`config.mk`:
```
export PLATFORM = sky130hd
export DESIGN_NAME = uart_rx_deserializer
export DESIGN_NICKNAME = d
export VERILOG_FILES = /design/src/rtl/uart_rx_deserializer.sv
export SDC_FILE = /design/constraint.sdc
export NUM_CORES = 1
export LEC_CHECK = 0
export BUFFER_PORTS_ARGS = -buffer_cell sky130_fd_sc_hd__buf_2
export CAP_MARGIN = 5
export CELL_PAD_IN_SITES_DETAIL_PLACEMENT = 0
export CELL_PAD_IN_SITES_GLOBAL_PLACEMENT = 1
export CORE_MARGIN = 3
export CORE_UTILIZATION = 43
export CTS_CLUSTER_DIAMETER = 40
export DETAILED_ROUTE_END_ITERATION = 10
export PLACE_DENSITY = 0.72
export SLEW_MARGIN = 10
export SYNTH_ARGS = -nofsm -noshare
export SYNTH_HDL_FRONTEND = slang
export SYNTH_SLANG_ARGS = --single-unit
```
`constraint.sdc`:
```
create_clock -name clk -period 1.8 [get_ports clk]
set_input_delay 0.09 -clock clk [delete_from_list [all_inputs] [get_ports clk]]
set_output_delay 0.09 -clock clk [all_outputs]
set_load 0.02 [all_outputs]
```
`src/rtl/uart_rx_deserializer.sv`:
```
`default_nettype none
// ============================================================================
// Module   : uart_rx_deserializer
// Purpose  : 8N1 UART receiver. Oversamples rx, samples each bit at its
//            midpoint, rejects start-bit glitches and reports bad stop bits.
//            Feeds rx_control one byte per rx_ready pulse.
// Ports    : clk          - system clock, rising edge
//            reset        - asynchronous reset, active low
//            rx           - serial line, asynchronous to clk, idle high
//            rx_data[7:0] - last correctly framed byte (LSB = first data bit)
//            rx_ready     - 1-cycle pulse, rx_data holds a new byte
//            frame_error  - 1-cycle pulse, stop bit sampled low
//            busy         - high whenever the receiver is not idle
// Revision : 1.0 - initial release
// ============================================================================
module uart_rx_deserializer #(
  parameter int CLK_FREQ   = 100_000_000,
  parameter int BAUD_RATE  = 115200,
  parameter int OVERSAMPLE = 16
) (
  input  logic       clk,
  input  logic       reset,
  input  logic       rx,
  output logic [7:0] rx_data,
  output logic       rx_ready,
  output logic       frame_error,
  output logic       busy
);

  // Clocks per oversampling tick, rounded to nearest.
  localparam int c_DIV   = (CLK_FREQ + (BAUD_RATE * OVERSAMPLE) / 2) / (BAUD_RATE * OVERSAMPLE);
  localparam int c_DIV_W = (c_DIV > 1) ? $clog2(c_DIV) : 1;
  localparam int c_OS_W  = $clog2(OVERSAMPLE);

  localparam logic [c_DIV_W-1:0] c_DIV_LAST  = c_DIV_W'(c_DIV - 1);
  localparam logic [c_OS_W-1:0]  c_HALF_LAST = c_OS_W'(OVERSAMPLE / 2 - 1);
  localparam logic [c_OS_W-1:0]  c_OS_LAST   = c_OS_W'(OVERSAMPLE - 1);

  typedef enum logic [2:0] {
    S_IDLE  = 3'd0,
    S_START = 3'd1,
    S_DATA  = 3'd2,
    S_STOP  = 3'd3,
    S_BREAK = 3'd4
  } state_t;

  state_t               r_state;
  state_t               w_state_next;
  logic                 r_rx_meta;
  logic                 r_rx_s;
  logic [c_DIV_W-1:0]   r_div_cnt;
  logic [c_OS_W-1:0]    r_tick_cnt;
  logic [2:0]           r_bit_cnt;
  logic [7:0]           r_shreg;
  logic                 w_tick;
  logic                 w_shift;
  logic                 w_load;
  logic                 w_ferr;
  logic                 w_state_change;
  logic                 w_start_entry;

  // Two-flop synchronizer; resets to the idle (high) line level so that
  // reset release never looks like a start edge.
  always_ff @(posedge clk or negedge reset) begin
    if (!reset) begin
      r_rx_meta <= 1'b1;
      r_rx_s    <= 1'b1;
    end else begin
      r_rx_meta <= rx;
      r_rx_s    <= r_rx_meta;
    end
  end

  assign w_tick         = (r_div_cnt == c_DIV_LAST);
  assign w_state_change = (w_state_next != r_state);
  assign w_start_entry  = (r_state == S_IDLE) && (w_state_next == S_START);

  // Tick divider free-runs, but is re-phased on the start edge so that tick
  // boundaries line up with the frame rather than with an arbitrary phase.
  always_ff @(posedge clk or negedge reset) begin
    if (!reset) begin
      r_div_cnt <= '0;
    end else if (w_start_entry || w_tick) begin
      r_div_cnt <= '0;
    end else begin
      r_div_cnt <= r_div_cnt + 1'b1;
    end
  end

  always_ff @(posedge clk or negedge reset) begin
    if (!reset) begin
      r_state <= S_IDLE;
    end else begin
      r_state <= w_state_next;
    end
  end

  always_comb begin
    w_state_next = r_state;
    w_shift      = 1'b0;
    w_load       = 1'b0;
    w_ferr       = 1'b0;
    case (r_state)
      S_IDLE: begin
        if (!r_rx_s) w_state_next = S_START;
      end
      S_START: begin
        // Half a bit in: a line that is high again was only a glitch.
        if (w_tick && (r_tick_cnt == c_HALF_LAST)) begin
          w_state_next = r_rx_s ? S_IDLE : S_DATA;
        end
      end
      S_DATA: begin
        // Tick count was cleared mid start bit, so a full bit of ticks
        // lands in the middle of each data bit.
        if (w_tick && (r_tick_cnt == c_OS_LAST)) begin
          w_shift = 1'b1;
          if (r_bit_cnt == 3'd7) w_state_next = S_STOP;
        end
      end
      S_STOP: begin
        if (w_tick && (r_tick_cnt == c_OS_LAST)) begin
          if (r_rx_s) begin
            w_load       = 1'b1;
            w_state_next = S_IDLE;
          end else begin
            w_ferr       = 1'b1;
            w_state_next = S_BREAK;
          end
        end
      end
      S_BREAK: begin
        // Wait out a held-low line so a break yields a single error.
        if (r_rx_s) w_state_next = S_IDLE;
      end
      default: w_state_next = S_IDLE;
    endcase
  end

  always_ff @(posedge clk or negedge reset) begin
    if (!reset) begin
      r_tick_cnt <= '0;
      r_bit_cnt  <= '0;
      r_shreg    <= '0;
    end else begin
      if (w_state_change) begin
        r_tick_cnt <= '0;
      end else if (w_tick) begin
        r_tick_cnt <= (r_tick_cnt == c_OS_LAST) ? '0 : r_tick_cnt + 1'b1;
      end

      if (w_state_change) begin
        r_bit_cnt <= '0;
      end else if (w_shift) begin
        r_bit_cnt <= r_bit_cnt + 1'b1;
      end

      // LSB arrives first; shifting right leaves it in bit 0 after 8 bits.
      if (w_shift) begin
        r_shreg <= {r_rx_s, r_shreg[7:1]};
      end
    end
  end

  always_ff @(posedge clk or negedge reset) begin
    if (!reset) begin
      rx_data     <= 8'h00;
      rx_ready    <= 1'b0;
      frame_error <= 1'b0;
    end else begin
      rx_ready    <= w_load;
      frame_error <= w_ferr;
      if (w_load) rx_data <= r_shreg;
    end
  end

  assign busy = (r_state != S_IDLE);

endmodule
`default_nettype wire

```
Yosys cells after proc, flatten, opt, wreduce, memory -nomap -nowiden
Index checks and enable logic that the tools add are counted.
Cells by class
  add/subtract/negate cells: 3
  multiply operators: 0
  divide/modulo/power cells: 0
  magnitude comparators: 0
  equality and inequality tests: 10
  shift operators: 0
  multiplexer cells: 23
  bitwise operators: 0
  reduce and logical (&&, ||, !) cells: 8
Operators with widths (count)
  $mux 3: 9
  $pmux 3 s5: 1
  $mux 4: 3
  $mux 1: 8
  $add 6x1->6 const B: 1
  $eq 3x1->1 const B: 2
  $eq 3x2->1 const B: 2
  $eq 3x3->1 const B: 2
  $eq 6x6->1 const B: 1
  $mux 6: 1
  $add 4x1->4 const B: 1
  $eq 4x3->1 const B: 1
  $eq 4x4->1 const B: 1
  $reduce_bool 2->1: 2
  $add 3x1->3 const B: 1
  $logic_and 1x1->1: 3
  $logic_not 3->1: 1
  $ne 3x3->1: 1
  $reduce_bool 3->1: 1
  $mux 2: 1
  $logic_or 1x1->1: 1
Word-level totals
  register bits after elaboration: 36
  latch bits: 0
  memory bits (writable): 0
  memory bits (read-only): 0
  bits of input ports: 3
  output and inout bits: 11
  word-level logic and storage cells: 54
  memories: 0

Logic depth before layout (Yosys ltp)
Gate-level depths: netlist of the first run.
  word-level depth: 8
  gate-level depth with buffers: 7
  gate-level depth less buffers: 6

Least setup slack after synthesis of the first run
OpenSTA, ideal clock, no wires.
  kind: reg-to-reg
  start point: register r_div_cnt[1]
  end point: register rx_data[0]
  library setup time: 125 ps
  arrival: 1610 ps
  data required time: 1675 ps
  slack: 65 ps
  cell stages (with the launch flop): 6
  path buffers: 0
  period minus slack after synthesis: 1735 ps
  path through: dfrtp_1 > inv_1 > ha_1 > nand4b_4 > nor4_4 > mux2_2
On the way
  word-level cells in the longest chain between the ends: 4
RTL lines
  from (decl): line 51  | logic [c_DIV_W-1:0] r_div_cnt;
  from (signal assigned): line 86  | r_div_cnt <= r_div_cnt + 1'b1;
  $eq 6x6->1: line 74  | assign w_tick = (r_div_cnt == c_DIV_LAST);
  $logic_and 1x1->1: line 122  | if (w_tick && (r_tick_cnt == c_OS_LAST)) begin
  $mux 1: line 122
  $mux 1: line 103  | case (r_state)
  to (signal assigned): line 173  | if (w_load) rx_data <= r_shreg;
  to (decl): line 24  | output logic [7:0] rx_data,
Every way passes these cells.
A chain may end at the register's enable or synchronous reset.

Worst setup path in the final report of the first run
  start point: register r_div_cnt[1]
  end point: register r_bit_cnt[2]
On the way
  word-level cells in the longest chain between the ends: 6
  elaborated cells between the ends (all ways): 12
  those cells by class: eq/ne: 2; mux: 7; reduce/logical: 3
RTL lines
  $eq 6x6->1 *: line 74
  $logic_and 1x1->1 (on tied branches): line 116, 122, 109
  $mux 3 (on tied branches): line 122, 109, 116
  $pmux 3 s5: line 103
  $ne 3x3->1: line 75  | assign w_state_change = (w_state_next != r_state);
  $mux 3 or $reduce_bool 2->1 (tied branches)
  to (signal assigned): line 155  | r_bit_cnt <= r_bit_cnt + 1'b1;
  to (decl): line 53  | logic [2:0] r_bit_cnt;
Mark *: on every way between the ends. The rest lies on a longest branch, timed or not.

==> flow_summary.json, run 1 <==
{
  "wl_per_cell_um": 15.7,
  "final_nets": 178,
  "synth_common_cells": "dfrtp_1, mux2_2, nor2_1",
  "synth_area_leaders": "dfrtp_1, mux2_2, ha_1",
  "hold_ws_ns": 0.358,
  "slew_viol_final": 0,
  "top_level_ports": 14,
  "detail-route-antenna-nets": 0,
  "synth_cell_type_count": 34,
  "antenna_found_initial": 0,
  "finalWirelength_mm": 3.43,
  "setup_viol": 0,
  "clock_skew_ns": 0.00432,
  "rows": 22,
  "p_leak_nw": 1.01,
  "worst_pin_slew_ns": 0.790,
  "grt_pass1_wl_mm": 5.93,
  "clock_sinks": 36,
  "critPathArrivalTime_ns": 1.89,
  "core_area_mm2": 0.00374,
  "clkTransAtPathRegs_ns": 0.07,
  "portBuffers": 13,
  "cts_buffer_depth": 2,
  "initial_core_util_pct": 45.8,
  "viasPerCell": 5.38,
  "final_cells": 219,
  "clk_latency_ns": 0.29,
  "slew_headroom_pct": 47.3,
  "rsz0062_at_grt": "yes",
  "ys.flop_type": "dfrtp_1",
  "final_min_period_over_clock_period_pct": 97.1,
  "dpl.cell_count": 206,
  "critPathMaxFanout": 8,
  "area_growth_pct": 22.0,
  "yosysSeqAreaShare_pct": 52.7,
  "power.internal_mw": 1.13,
  "vias": 1179,
  "vdd_ir_drop_max_uv": 403,
  "cts_max_level": 2,
  "worstPathRequired_ns": 1.94,
  "drt-pass1-iter-count": 4,
  "ys_warn_count": 0,
  "synth-edff-count": 0,
  "gp_congestion": 0.817,
  "synth_most_common_cell": "dfrtp_1",
  "synth-async-reset-ratio_pct": 100,
  "p_sw_share_pct": 21.5,
  "overflow": 0,
  "grt_max_degree": 37,
  "synthesis.nets": 144,
  "power.switching_uw": 309,
  "p_per_area_mw_per_mm2": 687,
  "die-area_mm2": 0.00478,
  "max_cap_violations": 0,
  "numCtsBuffers": 5,
  "timing.final.crit_period_ns": 1.75,
  "start_kind": "flop",
  "fin_area_mm2": 0.00209,
  "power_frac_comb_pct": 1.6,
  "die_h_um": 69.2,
  "status": "complete, no violations",
  "cts_tree": "built",
  "power_frac_clock_pct": 41.6,
  "root_buffer": "clkbuf_8",
  "antennaDiodeCount": 0,
  "syn_avg_cell_area_um2": 12.6,
  "fillCellCount": 352,
  "synth_cells": 136,
  "endpoint_kind": "flop",
  "syn_area_mm2": 0.00172,
  "critical_path_class": "reg2reg",
  "power_mw": 1.44,
  "yosys.area.top_type": "dfrtp_1",
  "dpl.hpwl_mm": 2.40,
  "drive_gt1_share_pct": 40.9,
  "grt_pass1_vias": 1298,
  "postPlaceCellArea_mm2": 0.00191,
  "synth_top_area_share_pct": 49.6,
  "pwr-share-seq_pct": 56.7,
  "utilization_pct": 55.9,
  "hold_viol_final": 0,
  "grt_usage_pct": 15.6,
  "drt_iter0_markers": 60,
  "max_freq_ghz": 0.572,
  "die_w_um": 69.2,
  "hp-class": "reg2reg",
  "drc": 0,
  "ys_ff_latch": 36
}
==> registers in the layout, summed over array words and instances, names as in the netlist <==
register and cells:
frame_error 1, r_bit_cnt 3, r_div_cnt 6, r_rx_meta 1
r_rx_s 1, r_shreg 8, r_state 3, r_tick_cnt 4
rx_data 8, rx_ready 1
==> area by class of cell <==
class	count	area (um^2)	area share, %
flip-flops and latches	36	903	43.2
multi-input cells	91	801	38.3
repair buffers	33	224	10.7
clock buffers	7	86.3	4.12
well taps	48	60.1	2.87
inverters	3	11.3	0.538
clock inverters	1	7.51	0.359
==> layer usage <==
metal | up-vias | routed length, um | share of wire, % | track usage, %
li1 | 560 | - | - | -
met3 | 9 | 112 | 3.3 | 3.64
met1 | 588 | 1480 | 43 | 17.6
met4 | 0 | 70 | 2.0 | 8.03
met2 | 22 | 1770 | 52 | 27.0
met5 | - | 0 | 0 | 0
==> layout by cell type, fill, tap and decap left out, types with 3 or more instances in the layout <==
cell      count
a211oi_1      5
a21oi_1       3
buf_2        13
buf_4        17
clkbuf_8      6
dfrtp_1      34
mux2_2       16
mux2i_1       3
nand2_1       9
nand3_1       6
nor2_1       11
nor3_1        3
xnor2_1       3
xor2_1        4
==> final timing paths <==
kind,start,slack (ns),cells past startpoint,endpoint
min in group asynchronous,reset,0.42,2,r_state[2]
max,r_div_cnt[1],0.05,6,r_bit_cnt[2]
min reg2reg,r_rx_meta,0.36,0,r_rx_s
max reg2reg,r_div_cnt[1],0.05,6,r_bit_cnt[2]
min,r_rx_meta,0.36,0,r_rx_s
max in group asynchronous,reset,0.88,2,rx_data[4]
==> worst max-delay path, stage by stage (launching register included) <==
cell and delay (ns):
dfrtp_1 0.39, inv_2 0.07, ha_4 0.14, and4b_2 0.23, nand2_1 0.11, o311ai_4 0.51
a211oi_1 0.15
==> power by group through the flow <==
stage | registers (mW) | logic (mW) | clock network (mW)
5_1_grt | 0.816 | 0.0273 | 0.665
6_report | 0.816 | 0.0233 | 0.599
2_1_floorplan | 0.829 | 0.00471 | 0
3_3_place_gp | 0.831 | 0.0203 | 0
4_1_cts | 0.816 | 0.0249 | 0.616
3_5_place_dp | 0.832 | 0.0215 | 0
==> through the flow <==
step / TNS, ns / setup WS [ns]
after floorplan: 0 / 0.0654
after global placement: 0 / 0.0584
after detailed placement: -0.00993 / -0.00917
after CTS: 0 / 0.00901
after global routing: -0.154 / -0.0364
final: 0 / 0.0519
==> cell families after synthesis <==
kind of cell | Yosys count | synth area share (%)
muxes | 19 | 12.3
and+or+nand+nor | 44 | 16.6
xor gates and xnor gates | 7 | 3.57
AOI/OAI and AO/OA | 16 | 8.32
adders and majority gates | 5 | 3.65
buffers and inverters | 9 | 2.99
DFF | 36 | 52.7
==> repair_timing <==
item / CTS / global route
gates resized for setup: 0 / 10
pin swaps: 1 / 2
endpoints found under the hold margin: 35 / 0
hold buffers: 2 / 0
setup endpoints to repair: 2 / 19
setup buffers: 2 / 1
No activity file was read; power rests on OpenSTA's default activity.
==> run 2, diff against run 1 <==
==> constraint.sdc (replaced) <==
create_clock -name clk -period 1.57 [get_ports clk]
set_input_delay 0.0785 -clock clk [delete_from_list [all_inputs] [get_ports clk]]
set_output_delay 0.0785 -clock clk [all_outputs]
set_load 0.02 [all_outputs]
==> run 2 against run 1 <==
Compared with the run above: the run now ends with negative setup slack left; count of clock-buffer cells in the layout decreased by 1; sequential power up 14%; clock skew increased by 0.0018 ns; utilization is 8.6 points higher; sequential cell count unchanged; worst setup slack worse by 0.18 ns; register-to-register slack worse by 0.18 ns; global-route usage increased by 2.1 points; clock power is 34% higher; non-clock buffer count grew 18; highest routed layer unchanged.
==> flow_summary.json, run 2 (same netlist as run 1, synthesis figures left out) <==
{
  "violations": "negative setup slack",
  "die_h_um": 69.2,
  "clock_sinks": 36,
  "clkTransAtPathRegs_ns": 0.07,
  "core_area_mm2": 0.00374,
  "mostFrequentLayoutCells": "dfrtp_1, buf_4, mux2_4",
  "drt_iter0_markers": 66,
  "critical_path_class": "reg2reg",
  "critPathArrivalTime_ns": 1.87,
  "hold_ws_ns": 0.279,
  "status": "finished, violations left",
  "numCtsBuffers": 5,
  "dp_slack_ns": -0.245,
  "overflow": 0,
  "reg2reg_from": "r_bit_cnt[0]",
  "worst_pin_slew_ns": 0.322,
  "clock_skew_ns": 0.00609,
  "wl_met2_mm": 2.09,
  "area_growth_pct": 40.8,
  "final_min_period_over_clock_period_pct": 108,
  "top_regs": "r_shreg: 8 flops, rx_data: 8 flops, r_div_cnt: 6 flops",
  "grt_pass1_wl_mm": 6.64,
  "endpoint_kind": "flop",
  "multi_input_area_um2": 938,
  "root_buffer": "clkbuf_8",
  "reg2reg_to": "r_bit_cnt[0]",
  "vdd_ir_drop_max_uv": 638,
  "max_cap_violations": 0,
  "wl_met1_mm": 1.69,
  "reg2reg_depth": 7,
  "p_leak_nw": 1.15,
  "drt-pass1-iter-count": 4,
  "die-area_mm2": 0.00478,
  "timing.final.crit_period_ns": 1.70,
  "clk_latency_ns": 0.29,
  "finalSetupTns_ns": -1.98,
  "p_per_area_mw_per_mm2": 734,
  "hold_viol_final": 0,
  "antennaDiodeCount": 0,
  "fillCellCount": 298,
  "finalWirelength_mm": 3.95,
  "rsz0062_at_grt": "yes",
  "r2r_setup_slack_ns": -0.13,
  "top_layer_used": "met4",
  "viasPerCell": 5.37,
  "route.met3.wl_um": 130,
  "start_kind": "flop",
  "antenna_found_initial": 0,
  "rows": 22,
  "grt_max_degree": 37,
  "cts_buffer_depth": 2,
  "worstPathRequired_ns": 1.74,
  "vias": 1273,
  "die_w_um": 69.2,
  "grt_usage_pct": 17.6,
  "drive_gt1_share_pct": 54.0,
  "dpl.hpwl_mm": 2.61,
  "max_freq_ghz": 0.589,
  "hp-class": "in2async",
  "slew_headroom_pct": 78.5,
  "final_common_cell": "dfrtp_1",
  "drc": 0,
  "top_level_ports": 14,
  "detail-route-antenna-nets": 0,
  "slew_viol_final": 0,
  "cts_tree": "built",
  "power_mw": 1.77,
  "cts_max_level": 2,
  "grt_pass1_vias": 1353,
  "setup_viol": 24,
  "wl_per_cell_um": 16.7,
  "initial_core_util_pct": 45.8,
  "final-seq-area_um2": 903,
  "final_nets": 196,
  "fin_area_mm2": 0.00241,
  "gp_congestion": 0.835,
  "critPathMaxFanout": 5,
  "worst_slack_ns": -0.126,
  "portBuffers": 13,
  "postPlaceCellArea_mm2": 0.00204
}
## run 2: cell count changes in the layout (fill, tap and decap cells not counted), moves of 3 or more
cell	previous run	this run
buf_4	17	28
nand2_2	0	3
a211oi_2	2	7
nand2_1	9	6
mux2_4	0	16
buf_6	1	7
a211oi_1	5	0
mux2_2	16	0
## run 2: routing by layer
| layer | up-vias | global-route usage, % |
|---|---|---|
| met5 | - | 0 |
| met4 | 0 | 6.29 |
| met3 | 4 | 4.52 |
| met2 | 28 | 29.7 |
| met1 | 646 | 21.7 |
| li1 | 595 | - |
## run 2: power breakdown
part,internal (mW),switching [mW]
sequential,0.932,0.00276
combinational,0.0135,0.0238
clock,0.471,0.331
total,1.42,0.357
## run 2: worst max-delay path, cell delays in order, from the launching register on
cell and delay (ns):
dfrtp_1 0.39, ha_4 0.16, ha_4 0.13, inv_2 0.03, or4_1 0.52, nand3b_1 0.14
buf_6 0.15, a211oi_2 0.06
## run 2: repair_timing
| action | 4_1_cts | 5_1_grt |
|---|---|---|
| gates resized for setup | 30 | 13 |
| hold buffers | 2 | 0 |
| pin swaps | 6 | 9 |
| endpoints found under the setup margin | 25 | 32 |
| endpoints found under the hold margin | 37 | 0 |
| setup buffers | 6 | 5 |
## run 2: worst max path at each step
| stage | from | endpoint | cells past startpoint |
|---|---|---|---|
| final | r_bit_cnt[0] | r_bit_cnt[0] | 7 |
| after global placement | r_bit_cnt[0] | r_tick_cnt[3] | 6 |
| after detailed placement | r_bit_cnt[0] | r_tick_cnt[0] | 6 |
| after floorplan | r_div_cnt[1] | r_shreg[0] | 6 |
| after CTS | r_div_cnt[0] | r_bit_cnt[2] | 6 |
| after global routing | r_div_cnt[1] | r_bit_cnt[1] | 8 |
## run 2: stage by stage
stage               utilization [%]  std cells
finish                         64.5        237
global route                   64.5        237
CTS                            62.5        233
detailed placement             54.4        217
global placement               54.4        217
floorplan                         -        136
## run 2: area by class of cell
cell class / count / share of cell area [%]
Timing Repair Buffer: 51 / 16.3
Sequential cell: 36 / 37.4
Clock buffer: 6 / 3.01
Clock inverter: 2 / 1.45
Multi-Input combinational cell: 91 / 38.9
Tap cell: 48 / 2.49
Inverter: 3 / 0.466
